[src/rtl/spi_byte_slave_pkg.sv]
// Shared constants and state type for the SPI byte slave.
package spi_pkg;

   localparam int unsigned SPI_BYTE_W = 8;
   localparam int unsigned SPI_CNT_W  = 3;

   typedef enum logic {
      SPI_IDLE,
      SPI_ACTIVE
   } spi_state_e;

endpackage

[src/rtl/spi_byte_slave_sync_edge.sv]
// Multi-flop synchroniser for an asynchronous pin, with rise/fall detection
// taken from one extra flop behind the synchronised level.
module sync_edge #(
   parameter int unsigned SYNC_STAGES = 2,
   parameter logic        RESET_VAL   = 1'b0
) (
   input  logic clk_i,
   input  logic rst_i,
   input  logic i_async,
   output logic o_level,
   output logic o_rise,
   output logic o_fall
);

   logic [SYNC_STAGES-1:0] r_sync;
   logic                   r_prev;

   // Shift the pin through the synchroniser chain and keep the previous level.
   always_ff @(posedge clk_i) begin
      if (rst_i) begin
         r_sync <= {SYNC_STAGES{RESET_VAL}};
         r_prev <= RESET_VAL;
      end else begin
         r_sync <= {r_sync[SYNC_STAGES-2:0], i_async};
         r_prev <= r_sync[SYNC_STAGES-1];
      end
   end

   assign o_level = r_sync[SYNC_STAGES-1];
   assign o_rise  = r_sync[SYNC_STAGES-1] & ~r_prev;
   assign o_fall  = ~r_sync[SYNC_STAGES-1] & r_prev;

endmodule

[src/rtl/spi_byte_slave.sv]
// SPI mode-0 slave front end: oversamples SCLK/CS_N/MOSI/DC into clk_i,
// assembles received bytes and shifts a return byte out on MISO.
module spi_byte_slave
   import spi_pkg::*;
#(
   parameter int unsigned SYNC_STAGES = 2,
   parameter logic        MISO_IDLE   = 1'b0
) (
   input  logic                  clk_i,
   input  logic                  rst_i,
   input  logic                  spi_sclk_i,
   input  logic                  spi_cs_n_i,
   input  logic                  spi_mosi_i,
   input  logic                  spi_dc_i,
   output logic                  spi_miso_o,
   output logic                  spi_byte_vld_o,
   output logic [SPI_BYTE_W-1:0] spi_byte_data_o,
   output logic                  spi_byte_dc_o,
   input  logic [SPI_BYTE_W-1:0] spi_tx_data_i,
   output logic                  spi_tx_load_o
);

   logic w_sclk_level, w_sclk_rise, w_sclk_fall;
   logic w_cs_level, w_cs_rise, w_cs_fall;
   logic w_mosi, w_dc;
   logic w_tx_load;

   logic [SYNC_STAGES-1:0] r_mosi_sync;
   logic [SYNC_STAGES-1:0] r_dc_sync;

   spi_state_e r_state, w_state_nxt;

   logic [SPI_CNT_W-1:0]  r_cnt;
   logic [SPI_BYTE_W-1:0] r_rx_shift;
   logic [SPI_BYTE_W-1:0] r_tx_shift;
   logic [SPI_BYTE_W-1:0] r_byte_data;
   logic                  r_byte_dc;
   logic                  r_byte_done;
   logic                  r_byte_vld;
   logic                  r_byte_end;
   logic                  r_miso;

   sync_edge #(
      .SYNC_STAGES (SYNC_STAGES),
      .RESET_VAL   (1'b0)
   ) u_sclk_sync (
      .clk_i   (clk_i),
      .rst_i   (rst_i),
      .i_async (spi_sclk_i),
      .o_level (w_sclk_level),
      .o_rise  (w_sclk_rise),
      .o_fall  (w_sclk_fall)
   );

   sync_edge #(
      .SYNC_STAGES (SYNC_STAGES),
      .RESET_VAL   (1'b1)
   ) u_cs_sync (
      .clk_i   (clk_i),
      .rst_i   (rst_i),
      .i_async (spi_cs_n_i),
      .o_level (w_cs_level),
      .o_rise  (w_cs_rise),
      .o_fall  (w_cs_fall)
   );

   // Level-only synchronisers for MOSI and DC, same depth as SCLK so the
   // data bit lines up with the detected SCLK edge.
   always_ff @(posedge clk_i) begin
      if (rst_i) begin
         r_mosi_sync <= '0;
         r_dc_sync   <= '0;
      end else begin
         r_mosi_sync <= {r_mosi_sync[SYNC_STAGES-2:0], spi_mosi_i};
         r_dc_sync   <= {r_dc_sync[SYNC_STAGES-2:0], spi_dc_i};
      end
   end

   assign w_mosi = r_mosi_sync[SYNC_STAGES-1];
   assign w_dc   = r_dc_sync[SYNC_STAGES-1];

   // Frame state register.
   always_ff @(posedge clk_i) begin
      if (rst_i) begin
         r_state <= SPI_IDLE;
      end else begin
         r_state <= w_state_nxt;
      end
   end

   // Next-state and TX-load strobe; cs_rise takes priority over SCLK edges.
   always_comb begin
      w_state_nxt = r_state;
      w_tx_load   = 1'b0;
      unique case (r_state)
         SPI_IDLE: begin
            if (w_cs_fall) begin
               w_state_nxt = SPI_ACTIVE;
               w_tx_load   = ~rst_i;
            end
         end
         SPI_ACTIVE: begin
            if (w_cs_rise) begin
               w_state_nxt = SPI_IDLE;
            end else if (w_sclk_fall && r_byte_end) begin
               w_tx_load = ~rst_i;
            end
         end
         default: w_state_nxt = SPI_IDLE;
      endcase
   end

   // RX/TX shifting, byte capture and MISO drive.
   always_ff @(posedge clk_i) begin
      if (rst_i) begin
         r_cnt       <= '0;
         r_rx_shift  <= '0;
         r_tx_shift  <= '0;
         r_byte_data <= '0;
         r_byte_dc   <= 1'b0;
         r_byte_done <= 1'b0;
         r_byte_vld  <= 1'b0;
         r_byte_end  <= 1'b0;
         r_miso      <= MISO_IDLE;
      end else begin
         r_byte_done <= 1'b0;
         r_byte_vld  <= r_byte_done;
         if (r_state == SPI_IDLE) begin
            if (w_cs_fall) begin
               r_cnt      <= '0;
               r_byte_end <= 1'b0;
               r_tx_shift <= spi_tx_data_i;
               r_miso     <= spi_tx_data_i[SPI_BYTE_W-1];
            end
         end else if (w_cs_rise) begin
            r_cnt      <= '0;
            r_byte_end <= 1'b0;
            r_miso     <= MISO_IDLE;
         end else if (w_sclk_rise) begin
            r_rx_shift <= {r_rx_shift[SPI_BYTE_W-2:0], w_mosi};
            r_cnt      <= r_cnt + 1'b1;
            if (r_cnt == '1) begin
               r_byte_data <= {r_rx_shift[SPI_BYTE_W-2:0], w_mosi};
               r_byte_dc   <= w_dc;
               r_byte_done <= 1'b1;
               r_byte_end  <= 1'b1;
            end
         end else if (w_sclk_fall) begin
            if (r_byte_end) begin
               r_byte_end <= 1'b0;
               r_tx_shift <= spi_tx_data_i;
               r_miso     <= spi_tx_data_i[SPI_BYTE_W-1];
            end else begin
               r_tx_shift <= {r_tx_shift[SPI_BYTE_W-2:0], 1'b0};
               r_miso     <= r_tx_shift[SPI_BYTE_W-2];
            end
         end
      end
   end

   assign spi_miso_o      = r_miso;
   assign spi_byte_vld_o  = r_byte_vld;
   assign spi_byte_data_o = r_byte_data;
   assign spi_byte_dc_o   = r_byte_dc;
   assign spi_tx_load_o   = w_tx_load;

   logic w_unused;
   assign w_unused = w_sclk_level ^ w_cs_level;

endmodule

[config.mk]
export PLATFORM = sky130hd
export DESIGN_NAME = spi_byte_slave
export DESIGN_NICKNAME = d
export VERILOG_FILES = /design/src/rtl/spi_byte_slave_pkg.sv /design/src/rtl/spi_byte_slave_sync_edge.sv /design/src/rtl/spi_byte_slave.sv
export SDC_FILE = /design/constraint.sdc
export NUM_CORES = 1
export LEC_CHECK = 0
export CAP_MARGIN = 20
export CORE_MARGIN = 5
export CORE_UTILIZATION = 55
export DETAILED_ROUTE_END_ITERATION = 10
export PLACE_DENSITY = 0.86
export SLEW_MARGIN = 40
export SYNTH_ARGS = -nofsm -noshare
export SYNTH_HDL_FRONTEND = slang
export SYNTH_SLANG_ARGS = --single-unit
[constraint.sdc]
create_clock -name clk_i -period 3.5 [get_ports clk_i]
set_input_delay 0.525 -clock clk_i [delete_from_list [all_inputs] [get_ports clk_i]]
set_output_delay 0.525 -clock clk_i [all_outputs]
set_load 0.01 [all_outputs]
# Word level (Yosys, flattened, before mapping)
# Cells that the tools add are included.
[classes] add_sub_neg=1 eq_ne=9 muxes=30 bitwise_logic=12 reduce_logical=9
[op_table] cell="7-bit 2-to-1 mux" n=6
[op_table] cell="1-bit 2-to-1 mux" n=18
[op_table] cell="3-bit 2-to-1 mux" n=4
[op_table] cell="3-bit AND reduction" n=3
[op_table] cell="1-bit inverter" n=8
[op_table] cell="4-bit AND reduction" n=2
[op_table] cell="2-bit inequality test (second input constant)" n=3
[op_table] cell="3-bit by 2-bit inequality test with 1-bit output (second input constant)" n=2
[op_table] cell="1-bit AND" n=4
[op_table] cell="4-bit by 2-bit inequality test with 1-bit output (second input constant)" n=1
[op_table] cell="4-bit by 3-bit inequality test with 1-bit output (second input constant)" n=1
[op_table] cell="1-bit case mux with 2 select lines" n=2
[op_table] cell="4-bit OR reduction" n=1
[op_table] cell="3-bit by 1-bit adder with 3-bit output (second input constant)" n=1
[op_table] cell="3-bit equality test (second input constant)" n=1
[op_table] cell="3-bit by 1-bit inequality test with 1-bit output (second input constant)" n=1
[op_table] cell="2-bit AND reduction" n=1
[op_table] cell="2-bit nonzero test" n=1
[op_table] cell="1-bit logical AND" n=1
[totals] reg_bits=41 input_bits=14 output_inout_bits=12 wordCells=77

# Longest topological paths before layout
# Gate-level depths: netlist of the first run.
[logic_depth] ltp_word=6 mapped_depth=6 depth_no_buf=5

# Cells and area by module
# From an unflattened synthesis of the first run, not the netlist that was laid out.
[hier_totals] cells_unflattened=177 hier_area_um2=1635.3
[modules_own_cells] mod="spi_byte_slave" n_inst=1 cells_each=161 area_each_um2=1451.4 seq_area_each_um2=700.7
[modules_own_cells] mod="sync_edge (u_cs_sync)" n_inst=1 cells_each=8 area_each_um2=92.6 seq_area_each_um2=60.1
[modules_own_cells] mod="sync_edge (u_sclk_sync)" n_inst=1 cells_each=8 area_each_um2=91.3 seq_area_each_um2=60.1

# Worst setup path after synthesis of the first run
# Ideal clock, no wire load.
[synth_path] kind="input to output" from="input port rst_i" to="output port spi_tx_load_o" arrival_time_ns=1.098 t_required_ns=2.975 path_slack_ns=1.877 cell_stages=3 n_path_buf=2 cell_sequence="clkbuf_1 > clkbuf_1 > a21oi_1"
[synth_between] elab_chain_cells=4 elab_cells_between_ends=5 cone_classes="4 x mux; 1 x bitwise"
[synth_rtl] element="start: declaration" line_no="spi_byte_slave.sv:10" rtl="input logic rst_i,"
[synth_rtl] element="1-bit inverter *" line_no="spi_byte_slave.sv:99, spi_byte_slave.sv:106"
[synth_rtl] element="1-bit 2-to-1 mux" line_no="spi_byte_slave.sv:105" rtl="end else if (w_sclk_fall && r_byte_end) begin"
[synth_rtl] element="1-bit 2-to-1 mux" line_no="spi_byte_slave.sv:103" rtl="if (w_cs_rise) begin"
[synth_rtl] element="1-bit case mux with 2 select lines *" line_no="spi_byte_slave.sv:95" rtl="unique case (r_state)"
[synth_rtl] element="end: declaration" line_no="spi_byte_slave.sv:20" rtl="output logic spi_tx_load_o"
# Every way passes the cells marked *; elsewhere a longest branch is shown, timed or not.

# Final worst setup path of the first run
[layout_path] from="register r_state" to="output port spi_tx_load_o"
[layout_between] elab_chain_cells=2
[layout_rtl] element="start: declaration" line_no="spi_byte_slave.sv:31" rtl="spi_state_e r_state, w_state_nxt;"
[layout_rtl] element="start signal: assignment" line_no="spi_byte_slave.sv:87" rtl="r_state <= w_state_nxt;"
[layout_rtl] element="1-bit inverter"
[layout_rtl] element="1-bit case mux with 2 select lines *" line_no="spi_byte_slave.sv:95"
# Marks and branches as above.

==> flow_summary.json, run 1 <==
{
  "cpPeakStageDelay_ns": 0.59,
  "route.final.wire_length_mm": 2.981,
  "hold-path-endpoint": "u_cs_sync.r_sync[1]",
  "leak_uw": 0.0008421,
  "crit_path_cell_trace": "or3b_1 -> a21oi_1 -> clkdlybuf4s50_1",
  "fin_util_pct": 69.01,
  "cp.required_ns": 2.97,
  "fin_worst_hold_slack_ns": 0.4268,
  "globalRoute.busiestLayer": "met2",
  "cts.htree.levels": 2,
  "globalRouteOverflowTotal": 0,
  "synth-seq-area-share_pct": 51.25,
  "floorplan.initialDensity_pct": 57.58,
  "first_global_vias": 1184,
  "place.port_buffers": 25,
  "regToRegEndpoint": "spi_byte_data_o[0]",
  "critical_path.slowest_cell": "sky130_fd_sc_hd__or3b_1",
  "cts_num_sinks": 41,
  "synth_cells": 155,
  "nFillCells": 216,
  "grt_use_met3_pct": 4.028,
  "count_of_inserted_antenna_diode_cells": 0,
  "area_delta_synth_final_pct": 19.84,
  "cts_made_buffers": 5,
  "clock_latency_ns": 0.34,
  "clk_path_buf_depth": 2,
  "crit_path_start_kind": "register",
  "post-route-period-util_pct": 77.11,
  "die_h_um": 63.96,
  "detailedPlacementHpwl_mm": 2.092,
  "groute.usage.overall_pct": 16.15,
  "core_mm2": 0.002781,
  "clkTransAtPathRegs_ns": 0.12,
  "rrSetupSlack_ns": 1.54,
  "clockRootBuffer": "sky130_fd_sc_hd__clkbuf_4",
  "die-area_mm2": 0.004091,
  "max_freq_ghz": 0.3705,
  "skew_ns": 0.01129,
  "io_pins": 26,
  "fp.dieW_um": 63.96,
  "finalWorstPathRequiredPeriod_ns": 2.699,
  "arrival_ns": 2.17,
  "net_count_after_synthesis": 171,
  "syn_area_per_cell_um2": 10.33,
  "num_rows": 19,
  "groute.layer.met1.usage_pct": 18.85,
  "post_cts_hold_buffer_count": 0,
  "drive_gt1_share_pct": 8.939,
  "setup_viol": 0,
  "criticalPathCategory": "register to output port",
  "maximum_number_of_pins_on_one_net_before_global_route_repair": 43,
  "grt_util_met2_pct": 27.39,
  "fin_total_pwr_uw": 842.7,
  "synth_seq_cells": 41,
  "fin_tns_setup_ns": 0,
  "drt_first_pass_iters": 4,
  "final_common_cell": "sky130_fd_sc_hd__dfxtp_1",
  "antenna_found_initial": 0,
  "num-nets-final": 194,
  "mostFrequentLayoutCells": "sky130_fd_sc_hd__dfxtp_1, sky130_fd_sc_hd__clkdlybuf4s50_1, sky130_fd_sc_hd__nor2_1",
  "drcViolationCount": 0,
  "rsz0062_at_grt": "no",
  "avgViaCountPerCell": 5.486,
  "drtIter0Drc": 32,
  "run_status": "complete, no violations",
  "min_delay_path_depth": 1,
  "reg2reg_from": "u_sclk_sync.r_sync[1]",
  "routabilityCongestion": 0.7378,
  "post-cts-setup-buffer-count": 0,
  "slew_violations": 0,
  "first_pass_grt_wire_length_mm": 5.257,
  "yosysWarningCount": 0,
  "min-delay-start": "u_cs_sync.r_sync[0]",
  "vdd_drop_max_v": 0.0004646,
  "cts-resized-gates": 0,
  "dr_total_vias": 1152,
  "detail-route-antenna-nets": 0,
  "synth_cell_type_count": 31,
  "worst_pin_slew_ns": 0.7724,
  "cts_tree": "done",
  "netlist_area_mm2": 0.001602,
  "max_cap_violations": 0,
  "detail_route.wl_per_cell_um": 14.20,
  "worst-path-max-fanout": 12,
  "timing.reg2reg.worst_path_depth": 4,
  "holdCritPathClass": "register to register",
  "power_density_mw_per_mm2": 439.0,
  "final_hold_viol_count": 0,
  "relSlewSlack_pct": 48.35,
  "timing.critical_path.to_type": "output port"
}
-- layer usage --
| metal | up-vias | routed length, um |
|---|---|---|
| li1 | 589 | - |
| met1 | 532 | 1364 |
| met2 | 21 | 1436 |
| met3 | 10 | 93 |
| met4 | 0 | 87 |
| met5 | - | 0 |
-- sequential cells by signal (all words and copies together), names as in the netlist, 2 cells and up --
| register | count |
|---|---|
| r_dc_sync | 2 |
| r_mosi_sync | 2 |
| r_tx_shift | 7 |
| u_sclk_sync.r_sync | 2 |
| r_rx_shift | 7 |
| spi_byte_data_o | 8 |
| u_cs_sync.r_sync | 2 |
| r_cnt | 3 |
-- cells in the mapped netlist, drive strengths merged --
master	instances	area (um^2)
dfxtp	41	820.8
nor2	24	90.09
mux2i	22	220.2
nor2b	9	56.30
a211oi	7	67.57
a21oi	7	35.03
clkbuf	6	22.52
nand3	5	30.03
buf	4	36.28
nand4	4	25.02
or2	4	25.03
inv	3	11.26
and2b	2	15.01
ha	2	25.02
nand2	2	7.510
nand2b	2	12.51
nand3b	2	15.01
o21ai	2	10.00
a221oi	1	8.760
a311oi	1	8.760
o22ai	1	6.260
o311ai	1	8.760
o41ai	1	27.53
or2b	1	7.510
or3b	1	8.760
-- power by group --
| group | total [uW] | internal, uW | switching, uW | leakage, uW |
|---|---|---|---|---|
| combinational | 56.7 | 29.5 | 27.2 | 0.000466 |
| clock | 301 | 152 | 149 | 0.0000424 |
| sequential | 484 | 477 | 7.12 | 0.000333 |
| total | 843 | 659 | 184 | 0.000842 |
-- critical path, delay by kind of cell, from the launching register on --
kind	cells	cell delay [ns]
flops	1	0.44
simple gates	1	0.59
compound gates	1	0.23
buf+inv	1	0.56
-- how the worst max path moves through the flow --
stage	startpoint	endpoint	slack, ns	depth (start not counted)
2_1_floorplan	rst_i	spi_tx_load_o	1.88	3
3_3_place_gp	r_state	spi_tx_load_o	1.26	3
3_5_place_dp	r_state	spi_tx_load_o	1.23	3
4_1_cts	r_state	spi_tx_load_o	0.80	3
5_1_grt	r_state	spi_tx_load_o	0.63	3
6_report	r_state	spi_tx_load_o	0.80	3
-- layout make-up --
class | count | area (um^2) | share of cell area, %
Sequential cell | 41 | 820.8 | 42.76
Tap cell | 31 | 38.79 | 2.021
Multi-Input combinational cell | 101 | 710.7 | 37.03
Clock buffer | 6 | 41.29 | 2.151
Timing Repair Buffer | 26 | 257.7 | 13.43
Inverter | 3 | 11.26 | 0.5867
Clock inverter | 2 | 38.79 | 2.021
-- cell families after synthesis --
group	count (synthesis)	share of synthesized area, %
AND/OR/NAND/NOR	56	18.28
AO/OA/AOI/OAI	21	10.78
adder cells (fa/ha/maj)	2	1.562
buffers and inverters	13	4.375
multiplexers	22	13.75
flip-flops	41	51.25
-- metrics by stage --
| stage | worst slack, ns | area (um^2) | std cells |
|---|---|---|---|
| CTS | 0.7964 | 1919 | 210 |
| global route | 0.6341 | 1919 | 210 |
| detailed placement | 1.232 | 1839 | 202 |
| finish | 0.8010 | 1919 | 210 |
| floorplan | 1.877 | 1602 | 155 |
| global placement | 1.264 | 1839 | 202 |
(Power assumes the default switching activity.)
==> run 2: changes to the inputs <==
- CORE_UTILIZATION: 55 -> 46
- PLACE_DENSITY: 0.86 -> 0.77
- clock period: 3.5 -> 2.3 ns (I/O delays scaled with it)
==> flow_summary.json, run 2 (same netlist as run 1, synthesis figures left out) <==
{
  "run_status": "complete, no violations",
  "crit_path_cell_trace": "or3b_1 -> a21oi_1 -> dlygate4sd2_1",
  "crit_path_start_kind": "register",
  "hold-path-endpoint": "u_cs_sync.r_sync[1]",
  "drive_gt1_share_pct": 10.56,
  "globalRouteOverflowTotal": 0,
  "grt_util_met2_pct": 21.61,
  "critical_path.slowest_cell": "sky130_fd_sc_hd__or3b_1",
  "cts_num_sinks": 41,
  "core_mm2": 0.003363,
  "cp.required_ns": 1.96,
  "clock_latency_ns": 0.34,
  "max_freq_ghz": 0.5025,
  "io_pins": 26,
  "rrSetupSlack_ns": 0.41,
  "post-cts-setup-buffer-count": 0,
  "drt_first_pass_iters": 4,
  "regToRegEndpoint": "spi_byte_data_o[5]",
  "final_hold_viol_count": 0,
  "power_density_mw_per_mm2": 705.6,
  "share_clk_of_total_power_pct": 40.6,
  "criticalPathCategory": "register to output port",
  "leak_uw": 0.0008641,
  "power.switching_uw": 280.0,
  "fin_area_mm2": 0.001968,
  "postPlaceCellArea_mm2": 0.001866,
  "worst_pin_slew_ns": 0.7555,
  "fp.dieW_um": 69.01,
  "dr_total_vias": 1136,
  "comb_power_share_pct": 6.3,
  "drcViolationCount": 0,
  "cts_made_buffers": 5,
  "skew_ns": 0.008119,
  "fin_util_pct": 58.52,
  "vdd_drop_max_v": 0.0004177,
  "timing.reg2reg.worst_path_depth": 4,
  "post-route-period-util_pct": 86.52,
  "post_cts_hold_buffer_count": 0,
  "min_delay_path_depth": 1,
  "startpoint": "r_state",
  "power_report.internal_total_uw": 1109,
  "maximum_number_of_pins_on_one_net_before_global_route_repair": 43,
  "share_seq_of_total_power_pct": 53.1,
  "antenna_found_initial": 0,
  "grt_use_met3_pct": 4.942,
  "clk_path_buf_depth": 2,
  "num-nets-final": 195,
  "slew_violations": 0,
  "fin_total_pwr_uw": 1389,
  "clockRootBuffer": "sky130_fd_sc_hd__clkbuf_4",
  "finalWorstPathRequiredPeriod_ns": 1.990,
  "min-delay-start": "u_cs_sync.r_sync[0]",
  "floorplan.initialDensity_pct": 47.62,
  "place.port_buffers": 25,
  "die_h_um": 69.01,
  "setup_viol": 0,
  "detail_route.wl_per_cell_um": 12.92,
  "cts_tree": "done",
  "worst-path-max-fanout": 12,
  "num_rows": 21,
  "cts.htree.levels": 2,
  "cpPeakStageDelay_ns": 0.42,
  "globalRoute.busiestLayer": "met2",
  "drtIter0Drc": 49,
  "rsz0062_at_grt": "no",
  "first_global_vias": 1178,
  "relSlewSlack_pct": 49.46,
  "arrival_ns": 1.64,
  "route.final.wire_length_mm": 2.920,
  "fin_worst_hold_slack_ns": 0.4359,
  "die-area_mm2": 0.004762,
  "reg2reg_from": "u_sclk_sync.r_sync[1]",
  "count_of_inserted_antenna_diode_cells": 0,
  "groute.layer.met1.usage_pct": 16.46,
  "mostFrequentLayoutCells": "sky130_fd_sc_hd__dfxtp_1, sky130_fd_sc_hd__nor2_1, sky130_fd_sc_hd__clkdlybuf4s50_1",
  "fin_tns_setup_ns": 0,
  "max_cap_violations": 0,
  "groute.usage.overall_pct": 13.51,
  "number_of_flip_flops_in_the_largest_register": 8,
  "routabilityCongestion": 0.7661,
  "cts-resized-gates": 2,
  "detail-route-antenna-nets": 0,
  "area_delta_synth_final_pct": 22.89,
  "clkTransAtPathRegs_ns": 0.12,
  "avgViaCountPerCell": 5.027,
  "final_common_cell": "sky130_fd_sc_hd__dfxtp_1",
  "detailedPlacementHpwl_mm": 2.100,
  "holdCritPathClass": "register to register",
  "first_pass_grt_wire_length_mm": 5.313,
  "timing.critical_path.to_type": "output port",
  "p_sw_share_pct": 20.16
}
==> run 2: critical path, delay by kind of cell (launching register included) <==
kind	cells	cell delay, ns
flip-flops	1	0.40
buffers and inverters	1	0.30
AO/OA/AOI/OAI	1	0.19
AND/OR/NAND/NOR	1	0.42
==> run 2: worst max path at each step <==
stage,endpoint,slack [ns]
after detailed placement,spi_tx_load_o,0.35
after global routing,spi_byte_data_o[7],0.19
after global placement,spi_tx_load_o,0.42
after CTS,spi_tx_load_o,0.28
after floorplan,spi_byte_dc_o,0.90
final,spi_tx_load_o,0.31
==> run 2: power groups by stage <==
stage | logic [uW] | registers [uW] | clock network, uW
2_1_floorplan | 58.7 | 749 | 0
3_3_place_gp | 85.3 | 752 | 0
3_5_place_dp | 87.5 | 753 | 0
4_1_cts | 87.6 | 738 | 579
5_1_grt | 95.8 | 741 | 611
6_report | 86.9 | 738 | 564
==> run 2: metal layers <==
metal  part of all wire, %  up-vias
met4                   1.5        0
met1                    47      533
met5                     0        -
met3                   4.0        4
li1                      -      579
met2                    47       20
==> run 2: metrics by stage <==
stage / worst slack [ns] / cells
after detailed placement: 0.3473 / 218
after floorplan: 0.9029 / 155
after global placement: 0.4220 / 218
after global routing: 0.1893 / 226
after CTS: 0.2791 / 226
final: 0.3100 / 226
==> run 2: area by class of cell <==
type	instances	area, um^2
inverter	3	11.26
multi-input combinational	101	710.7
sequential	41	822.0
timing repair buffer	27	264.0
fill	315	1395
clock buffer	5	37.54
clock inverter	3	65.06
tap	46	57.56
==> run 3: changes to the inputs <==
- SKIP_LAST_GASP: default -> 1
==> results of run 3 <==
The final DEF is identical to that of run 2; final timing and power are the same.
